--- src/rtl/rx_frame_ctrl_if.sv ---
// Byte-buffer side of the UART receive sequencer: RX core inputs, buffer write
// port and the consumer's valid/ack read handshake.
interface rx_frame_ctrl_if #(
  parameter int DATA_W = 8,
  parameter int ADDR_W = 3
);
  logic              rx_done_tick;
  logic [DATA_W-1:0] rx_dout;
  logic              buf_wr;
  logic [DATA_W-1:0] buf_w_data;
  logic [ADDR_W-1:0] buf_addr;
  logic [ADDR_W-1:0] rd_addr;
  logic              frame_valid;
  logic              frame_ack;
  logic [ADDR_W-1:0] byte_cnt;
  logic              overrun;
  logic              timeout_err;

  // The controller itself
  modport master (
    input  rx_done_tick, rx_dout, rd_addr, frame_ack,
    output buf_wr, buf_w_data, buf_addr, frame_valid, byte_cnt, overrun, timeout_err
  );

  // RX core, buffer and consumer as seen from outside the controller
  modport slave (
    output rx_done_tick, rx_dout, rd_addr, frame_ack,
    input  buf_wr, buf_w_data, buf_addr, frame_valid, byte_cnt, overrun, timeout_err
  );
endinterface

--- src/rtl/rx_frame_ctrl.sv ---
// Collects FRAME_LEN received bytes into the byte buffer, then holds the frame
// for the consumer until it acknowledges; stalled partial frames are discarded.
module rx_frame_ctrl #(
  parameter int FRAME_LEN = 5,
  parameter int DATA_W    = 8,
  parameter int ADDR_W    = 3,
  parameter int TO_CYCLES = 50000,
  parameter int TO_W      = 16
) (
  input logic          clk,
  input logic          reset,
  rx_frame_ctrl_if.master bus
);

  typedef enum logic [1:0] {IDLE, COLLECT, COMMIT, READY} state_t;

  localparam logic [ADDR_W-1:0] LAST_IDX  = ADDR_W'(FRAME_LEN - 1);
  localparam logic [ADDR_W-1:0] FRAME_CNT = ADDR_W'(FRAME_LEN);
  localparam logic [TO_W-1:0]   TO_LAST   = TO_W'(TO_CYCLES - 1);

  state_t            state_q, state_d;
  logic              buf_wr_q, buf_wr_d;
  logic [DATA_W-1:0] w_data_q, w_data_d;
  logic [ADDR_W-1:0] w_addr_q, w_addr_d;
  logic [ADDR_W-1:0] byte_cnt_q, byte_cnt_d;
  logic [TO_W-1:0]   to_cnt_q, to_cnt_d;
  logic              frame_valid_q, frame_valid_d;
  logic              overrun_q, overrun_d;
  logic              timeout_q, timeout_d;

  logic              take_byte;
  logic              timeout_hit;
  logic [ADDR_W-1:0] wr_idx;
  logic              last_byte;

  // A tick right after a write is dropped so buf_wr can never stay high twice.
  assign take_byte   = bus.rx_done_tick && !buf_wr_q &&
                       ((state_q == IDLE) || (state_q == COLLECT) ||
                        ((state_q == READY) && bus.frame_ack));
  assign timeout_hit = (state_q == COLLECT) && !take_byte && (to_cnt_q == TO_LAST);
  assign wr_idx      = (state_q == COLLECT) ? byte_cnt_q : '0;
  assign last_byte   = (wr_idx == LAST_IDX);

  always_ff @(posedge clk) begin
    if (reset) begin
      state_q       <= IDLE;
      buf_wr_q      <= 1'b0;
      w_data_q      <= '0;
      w_addr_q      <= '0;
      byte_cnt_q    <= '0;
      to_cnt_q      <= '0;
      frame_valid_q <= 1'b0;
      overrun_q     <= 1'b0;
      timeout_q     <= 1'b0;
    end else begin
      state_q       <= state_d;
      buf_wr_q      <= buf_wr_d;
      w_data_q      <= w_data_d;
      w_addr_q      <= w_addr_d;
      byte_cnt_q    <= byte_cnt_d;
      to_cnt_q      <= to_cnt_d;
      frame_valid_q <= frame_valid_d;
      overrun_q     <= overrun_d;
      timeout_q     <= timeout_d;
    end
  end

  always_comb begin
    state_d = state_q;
    case (state_q)
      IDLE:    if (take_byte) state_d = last_byte ? COMMIT : COLLECT;
      COLLECT: begin
        if (timeout_hit)    state_d = IDLE;
        else if (take_byte) state_d = last_byte ? COMMIT : COLLECT;
      end
      COMMIT:  state_d = READY;
      READY: begin
        if (bus.frame_ack) begin
          if (take_byte) state_d = last_byte ? COMMIT : COLLECT;
          else           state_d = IDLE;
        end
      end
      default: state_d = IDLE;
    endcase
  end

  always_comb begin
    buf_wr_d      = 1'b0;
    w_data_d      = w_data_q;
    w_addr_d      = w_addr_q;
    byte_cnt_d    = byte_cnt_q;
    to_cnt_d      = '0;
    frame_valid_d = (state_d == READY);
    overrun_d     = 1'b0;
    timeout_d     = 1'b0;

    if (take_byte) begin
      buf_wr_d   = 1'b1;
      w_data_d   = bus.rx_dout;
      w_addr_d   = wr_idx;
      byte_cnt_d = wr_idx + ADDR_W'(1);
    end

    case (state_q)
      COLLECT: begin
        if (timeout_hit) begin
          timeout_d  = 1'b1;
          byte_cnt_d = '0;
        end else if (!take_byte) begin
          to_cnt_d = to_cnt_q + TO_W'(1);
        end
      end
      COMMIT: overrun_d = bus.rx_done_tick;
      READY: begin
        if (bus.frame_ack && !take_byte) byte_cnt_d = '0;
        overrun_d = bus.rx_done_tick && !bus.frame_ack;
      end
      default: ;
    endcase
  end

  // While a frame is held the consumer steers the buffer address; out-of-frame indices read slot 0.
  always_comb begin
    bus.buf_addr = w_addr_q;
    if (state_q == READY)
      bus.buf_addr = (bus.rd_addr < FRAME_CNT) ? bus.rd_addr : '0;
  end

  assign bus.buf_wr      = buf_wr_q;
  assign bus.buf_w_data  = w_data_q;
  assign bus.byte_cnt    = (state_q == READY) ? FRAME_CNT : byte_cnt_q;
  assign bus.frame_valid = frame_valid_q;
  assign bus.overrun     = overrun_q;
  assign bus.timeout_err = timeout_q;

endmodule
--- src/flat_wrapper.sv ---
// flat-port wrapper written by rule: the top's interface ports become plain ports
module rx_frame_ctrl_flat 
#(
  parameter int FRAME_LEN = 5,
  parameter int DATA_W    = 8,
  parameter int ADDR_W    = 3,
  parameter int TO_CYCLES = 50000,
  parameter int TO_W      = 16
)
  (clk, reset, bus_rx_done_tick, bus_rx_dout, bus_rd_addr, bus_frame_ack, bus_buf_wr, bus_buf_w_data, bus_buf_addr, bus_frame_valid, bus_byte_cnt, bus_overrun, bus_timeout_err);
  rx_frame_ctrl_if #(.DATA_W(DATA_W), .ADDR_W(ADDR_W)) bus_i ();
  input logic clk;
  input logic reset;
  input wire logic [$bits(bus_i.rx_done_tick)-1:0] bus_rx_done_tick;
  input wire logic [$bits(bus_i.rx_dout)-1:0] bus_rx_dout;
  input wire logic [$bits(bus_i.rd_addr)-1:0] bus_rd_addr;
  input wire logic [$bits(bus_i.frame_ack)-1:0] bus_frame_ack;
  output wire logic [$bits(bus_i.buf_wr)-1:0] bus_buf_wr;
  output wire logic [$bits(bus_i.buf_w_data)-1:0] bus_buf_w_data;
  output wire logic [$bits(bus_i.buf_addr)-1:0] bus_buf_addr;
  output wire logic [$bits(bus_i.frame_valid)-1:0] bus_frame_valid;
  output wire logic [$bits(bus_i.byte_cnt)-1:0] bus_byte_cnt;
  output wire logic [$bits(bus_i.overrun)-1:0] bus_overrun;
  output wire logic [$bits(bus_i.timeout_err)-1:0] bus_timeout_err;
  assign bus_i.rx_done_tick = bus_rx_done_tick;
  assign bus_i.rx_dout = bus_rx_dout;
  assign bus_i.rd_addr = bus_rd_addr;
  assign bus_i.frame_ack = bus_frame_ack;
  assign bus_buf_wr = bus_i.buf_wr;
  assign bus_buf_w_data = bus_i.buf_w_data;
  assign bus_buf_addr = bus_i.buf_addr;
  assign bus_frame_valid = bus_i.frame_valid;
  assign bus_byte_cnt = bus_i.byte_cnt;
  assign bus_overrun = bus_i.overrun;
  assign bus_timeout_err = bus_i.timeout_err;
  rx_frame_ctrl #(.FRAME_LEN(FRAME_LEN), .DATA_W(DATA_W), .ADDR_W(ADDR_W), .TO_CYCLES(TO_CYCLES), .TO_W(TO_W)) u_core (.clk(clk), .reset(reset), .bus(bus_i));
endmodule
--- config.mk ---
export PLATFORM = sky130hd
export DESIGN_NAME = rx_frame_ctrl_flat
export DESIGN_NICKNAME = d
export VERILOG_FILES = /design/src/rtl/rx_frame_ctrl_if.sv /design/src/rtl/rx_frame_ctrl.sv /design/src/flat_wrapper.sv
export SDC_FILE = /design/constraint.sdc
export NUM_CORES = 1
export LEC_CHECK = 0
export CAP_MARGIN = 20
export CORE_UTILIZATION = 35
export CTS_BUF_LIST = sky130_fd_sc_hd__clkbuf_8
export CTS_CLUSTER_DIAMETER = 30
export DETAILED_ROUTE_END_ITERATION = 8
export SYNTH_ARGS = -nofsm -noshare
export SYNTH_HDL_FRONTEND = slang
export SYNTH_SLANG_ARGS = --single-unit
--- constraint.sdc ---
create_clock -name clk -period 2.3 [get_ports clk]
set_clock_uncertainty 0.15 [all_clocks]
set_input_delay 0.46 -clock clk [delete_from_list [all_inputs] [get_ports clk]]
set_output_delay 0.46 -clock clk [all_outputs]
set_load 0.03 [all_outputs]
; After elaboration in Yosys (flattened, before gate mapping)
; Cells that the tools add are included.
[op_classes]
n_addsub = 2
magnitude_cmp = 1
n_eq_ne = 6
n_mux = 17
bitwise_logic = 1
reduce_logical = 15
[op_table]
columns = operator, count
row1 = $mux W3, 7
row2 = $add A16 B1 Y16 const B, 1
row3 = $eq A16 B16 Y1 const B, 1
row4 = $mux W2, 5
row5 = $pmux W2 S4, 1
row6 = $logic_and A1 B1 Y1, 7
row7 = $eq A2 B2 Y1 const B, 3
row8 = $pmux W3 S2, 1
row9 = $reduce_or A4 Y1, 1
row10 = $add A3 B1 Y3 const B, 1
row11 = $eq A3 B3 Y1 const B, 1
row12 = $logic_not A1 Y1, 3
row13 = $lt A3 B3 Y1 const B, 1
row14 = $eq A2 B1 Y1 const B, 1
row15 = $logic_not A2 Y1, 1
row16 = $logic_or A1 B1 Y1, 2
row17 = $mux W1, 2
row18 = $pmux W1 S2, 1
row19 = $reduce_or A2 Y1, 1
row20 = $not A1 Y1, 1
[totals]
regBits = 36

; Logic depth before layout (Yosys ltp)
[depth]
depth_word = 10
mapped_depth = 8
ltp_nobuf = 7

; Worst setup path after synthesis
; Ideal clock, no wire load.
[synth_path]
path_kind = input-to-output
from = in bus_rd_addr[2]
to = out bus_buf_addr[2]
arrival_time_ns = 1.608
required_time_ns = 1.690
slack_ns = 0.082
stages = 2
n_path_buf = 0
cell_sequence = inv_1 -> o41ai_1
[synth_via]
elab_chain_len = 3
[synth_lines]
columns = item, line
row1 = from (decl), flat_wrapper.sv:16  ; input wire logic [$bits(bus_i.rd_addr)-1:0] bus_rd_addr;
row2 = $lt A3 B3 Y1, rx_frame_ctrl.sv:126  ; bus.buf_addr = (bus.rd_addr < FRAME_CNT) ? bus.rd_addr : '0;
row3 = $mux W3 *, rx_frame_ctrl.sv:126
row4 = $mux W3 *, rx_frame_ctrl.sv:125  ; if (state_q == READY)
row5 = to (decl), flat_wrapper.sv:20  ; output wire logic [$bits(bus_i.buf_addr)-1:0] bus_buf_addr;
; Mark *: on every way between the ends. The rest lies on a longest branch, timed or not.

; Worst setup path after layout
; Same ends and word-level chain as after synthesis.

==> impl_results.md <==
- Status: complete, no violations
- Unrepaired setup endpoints after global routing: false
- Synthesis-to-layout area growth: 32.5%
- Power per Cell Area: 636 nW/um^2
- Floorplan row count: 23
- Number of instances in the synthesized netlist: 189
- Final-report hold violation count: 0
- Classification of the worst setup path: input port to primary output
- Part of the power in combinational logic: 0.098
- Cell types with the highest counts after synthesis: sky130_fd_sc_hd__nand2_1, sky130_fd_sc_hd__dfxtp_1, sky130_fd_sc_hd__nor2_1
- Count of flip-flops with a built-in enable after synthesis: 0
- Clock tree sinks: 36
- Buffers plus inverters on the worst setup path: 3
- Slew of the pin with the lowest slew margin: 0.470 ns
- Clock tree from TritonCTS: built
- Clock share of power: 0.411
- End of the worst register-to-register path: u_core.state_q[0]$_SDFF_PP0_
- Slew Limit Fails: 0
- Area used by sequential logic in the layout: 721 sq um
- Category of the worst setup path capture point: primary output
- Wire length reported by the detailed router: 3340 um
- Beginning of the worst register-to-register path: u_core.state_q[0]$_SDFF_PP0_
- Die area: 4730 sq um
- Fraction of synthesis flops using an asynchronous set or reset pin: 0
- Largest fanout of any net on the critical path: 3
- Most common cell in the netlist: sky130_fd_sc_hd__nand2_1
- Y dimension of the die: 68.8 um
- Instance count on the critical path: 4
- Total setup buffers inserted after CTS: 0
- Initial core utilization: 0.377
- Ratio of routed vias to standard cells: 4.85
- Area share of the largest cell type after synthesis: 0.462
- End point of the critical path: bus_buf_addr[2]
- Clk pin slew, worst setup/hold paths: 0.07 ns
- Period utilization: 0.941
- Leading cell types by total area after synthesis: sky130_fd_sc_hd__dfxtp_1, sky130_fd_sc_hd__nand2_1, sky130_fd_sc_hd__xnor2_1
- Antenna violation net count after detailed routing: 0
- Remaining global-route overflow: 0
- Detail-routed net length per standard cell: 12.0 um
- Skew-Pair Late Insertion Delay: 0.29 ns
- List of cells traversed by the critical path: clkdlybuf4s50_1 > inv_1 > o41ai_1 > buf_4
- # IOs: 33
- Maximum clock path buffer count: 2
- CP Data Arrival Time: 1.55 ns
- Required time reported for the critical path endpoint: 1.69 ns
- Sequential Power Share: 0.492
- # nets final: 245
- CTS buffer count: 5
- Critical path startpoint category: input port
- Number of distinct library cell variants in the gate-level netlist after synthesis: 35
- Number of optimization iterations in the first detailed-route pass: 4
- Final min period: 2.16 ns
- Std-Cell Core Area: 4140 sq um
- Sw power: 0.302 mW
- Max-cap violations: 0
- Die boundary width: 68.8 um
- Post-synth top flop: sky130_fd_sc_hd__dfxtp_1
- FILL cells: 424
- Final total power: 1.32 mW
- Highest clock frequency the design can meet: 0.462 GHz
- Worst path max stage delay: 0.46 ns
- Leakage power: 0.813 nW
- Proportion of synthesized chip area in sequential cells: 0.462
- Final Cell Area: 2070 sq um
- Register-to-register setup slack: 0.41 ns
- CP max stage cell: sky130_fd_sc_hd__clkdlybuf4s50_1
- CTS Root Buffer Type: sky130_fd_sc_hd__clkbuf_8
- Remaining routing DRC violations: 0
- Proportion of layout cells with a drive suffix above 1: 0.0877
- Area taken by multi-input logic gates: 792 sq um
- Resized cells post-CTS: 0
- Average instance area after synthesis: 8.26 sq um
- Seq cells post-synth: 36
- Final-layout setup total negative slack: 0 ns
- Largest net degree at the start of global routing: 16
- YS warnings: 0
- H-tree Lvls: 2
- Hpwl dp: 2370 um
- Ant diodes: 0
- Vias after detailed routing: 1347
- Iteration-0 DRC Markers: 57
- Initial antenna violation count: 0
- Yosys top cell by area: sky130_fd_sc_hd__dfxtp_1
- First-pass GRT wire length: 5400 um
- Standard cell area after detailed placement: 1950 sq um
- Largest delay contributor family on the critical path: buffers and inverters
- Internal power of the cells: 1.01 mW
- Sw frac: 0.230
- Cell count of the worst reg-to-reg path: 6
- Cell Area, Synth: 1560 sq um
- Number of port buffers: 32
- Count of hold-fix buffers inserted at cts: 0
- Origin of the worst setup path: bus_rd_addr[2]
- Final Wtd Congestion: 0.768
- Net Count, Synth: 207
- Via count of the first global-routing pass: 1146
- Final setup violation count: 0
- Worst min-delay path class: register to register
- Maximum resistive drop on vdd: 0.398 mV
- Max-slew headroom: 0.683
- Total global-route track usage: 0.159
-- cells in the final DEF (no fill, tap or decap) --
| master | synthesis | final |
|---|---|---|
| sky130_fd_sc_hd__clkbuf_8 | 0 | 5 |
| sky130_fd_sc_hd__clkdlybuf4s50_1 | 0 | 26 |
| sky130_fd_sc_hd__dlymetal6s2s_1 | 0 | 3 |
| sky130_fd_sc_hd__nor3_1 | 6 | 6 |
| sky130_fd_sc_hd__ha_1 | 3 | 3 |
| sky130_fd_sc_hd__a21bo_1 | 1 | 1 |
| sky130_fd_sc_hd__and2_1 | 3 | 3 |
| sky130_fd_sc_hd__nor4_1 | 2 | 2 |
| sky130_fd_sc_hd__a41oi_1 | 1 | 1 |
| sky130_fd_sc_hd__a31oi_1 | 1 | 1 |
| sky130_fd_sc_hd__nor3b_1 | 1 | 1 |
| sky130_fd_sc_hd__nand2b_1 | 4 | 4 |
| sky130_fd_sc_hd__o31ai_1 | 1 | 1 |
| sky130_fd_sc_hd__and3_2 | 1 | 1 |
| sky130_fd_sc_hd__and3_1 | 2 | 2 |
| sky130_fd_sc_hd__dfxtp_1 | 36 | 36 |
| sky130_fd_sc_hd__clkinv_2 | 0 | 1 |
| sky130_fd_sc_hd__xor2_1 | 2 | 2 |
| sky130_fd_sc_hd__nand4_4 | 1 | 1 |
| sky130_fd_sc_hd__nor4bb_1 | 1 | 1 |
| sky130_fd_sc_hd__xnor2_1 | 11 | 11 |
| sky130_fd_sc_hd__nor2_1 | 22 | 22 |
| sky130_fd_sc_hd__inv_1 | 5 | 6 |
| sky130_fd_sc_hd__nand3_1 | 10 | 10 |
| sky130_fd_sc_hd__and4bb_2 | 1 | 1 |
| sky130_fd_sc_hd__nand2_1 | 37 | 37 |
| sky130_fd_sc_hd__nor4b_1 | 1 | 1 |
| sky130_fd_sc_hd__or4_1 | 1 | 1 |
| sky130_fd_sc_hd__bufinv_16 | 0 | 1 |
| sky130_fd_sc_hd__nand4_2 | 1 | 1 |
| sky130_fd_sc_hd__nand4_1 | 2 | 2 |
| sky130_fd_sc_hd__a21oi_1 | 15 | 15 |
| sky130_fd_sc_hd__or2_0 | 1 | 1 |
| sky130_fd_sc_hd__nor2b_1 | 2 | 2 |
| sky130_fd_sc_hd__o21ai_0 | 5 | 5 |
| sky130_fd_sc_hd__o41ai_1 | 1 | 1 |
| sky130_fd_sc_hd__a41o_1 | 1 | 1 |
| sky130_fd_sc_hd__buf_4 | 0 | 9 |
-- sequential cells by signal, summed over array words and instances (netlist names) --
register,cells
u_core.bus.buf_wr,1
u_core.bus.overrun,1
u_core.state_q,2
u_core.bus.timeout_err,1
u_core.to_cnt_q,16
u_core.bus.buf_w_data,8
u_core.bus.frame_valid,1
u_core.byte_cnt_q,3
u_core.w_addr_q,3
-- worst min-delay path, stage by stage, from the launching register on --
cell and delay (ns):
sky130_fd_sc_hd__dfxtp_1 0.31, sky130_fd_sc_hd__nand2_1 0.05, sky130_fd_sc_hd__a21oi_1 0.05
-- through the flow --
stage | util | hold slack (ns) | worst slack (ns) | instances
3_5_place_dp | 0.471 | 0.298 | 0.149 | 270
3_3_place_gp | 0.471 | 0.293 | 0.167 | 270
2_1_floorplan | - | 0.280 | 0.0817 | 189
5_1_grt | 0.499 | 0.327 | 0.0481 | 278
6_report | 0.499 | 0.303 | 0.135 | 278
4_1_cts | 0.497 | 0.309 | 0.0258 | 278
-- power by group through the flow --
stage,sequential [mW],clock (mW),combinational (mW)
global placement,0.661,0,0.128
floorplan,0.677,0,0.0496
finish,0.646,0.540,0.128
detailed placement,0.661,0,0.129
global route,0.648,0.583,0.142
CTS,0.647,0.554,0.130
-- layout make-up --
cell class / instances / area share
clock inverters: 3 / 0.0188
repair buffers: 38 / 0.177
well taps: 50 / 0.0303
inverters: 5 / 0.00908
multi-input cells: 141 / 0.383
flip-flops and latches: 36 / 0.349
clock buffers: 5 / 0.0333
-- cell families after synthesis --
logic type / after synthesis / share of synthesized area
compound gates: 26 / 0.0970
buf+inv: 12 / 0.0305
simple gates: 99 / 0.314
xor+xnor: 13 / 0.0730
fa+ha+maj: 3 / 0.0241
flops: 36 / 0.462
-- routing by layer --
metal  GRT usage  vias up  share of wire
li1            -      716              -
met1       0.223      602           0.52
met2       0.221       25           0.42
met3      0.0625        4          0.040
met4      0.0536        0          0.011
met5           0        -              0
-- worst min path at each step --
stage	startpoint	endpoint	slack, ns	cells past startpoint
final	u_core.bus.buf_w_data[2]$_SDFFE_PP0N_	u_core.bus.buf_w_data[2]$_SDFFE_PP0N_	0.30	2
after global routing	u_core.bus.buf_w_data[0]$_SDFFE_PP0N_	u_core.bus.buf_w_data[0]$_SDFFE_PP0N_	0.33	2
after CTS	u_core.bus.buf_w_data[2]$_SDFFE_PP0N_	u_core.bus.buf_w_data[2]$_SDFFE_PP0N_	0.31	2
after detailed placement	u_core.bus.buf_w_data[2]$_SDFFE_PP0N_	u_core.bus.buf_w_data[2]$_SDFFE_PP0N_	0.30	2
after global placement	u_core.bus.buf_w_data[2]$_SDFFE_PP0N_	u_core.bus.buf_w_data[2]$_SDFFE_PP0N_	0.29	2
after floorplan	u_core.to_cnt_q[0]$_SDFF_PP0_	u_core.to_cnt_q[0]$_SDFF_PP0_	0.28	1
(Power assumes the default switching activity.)
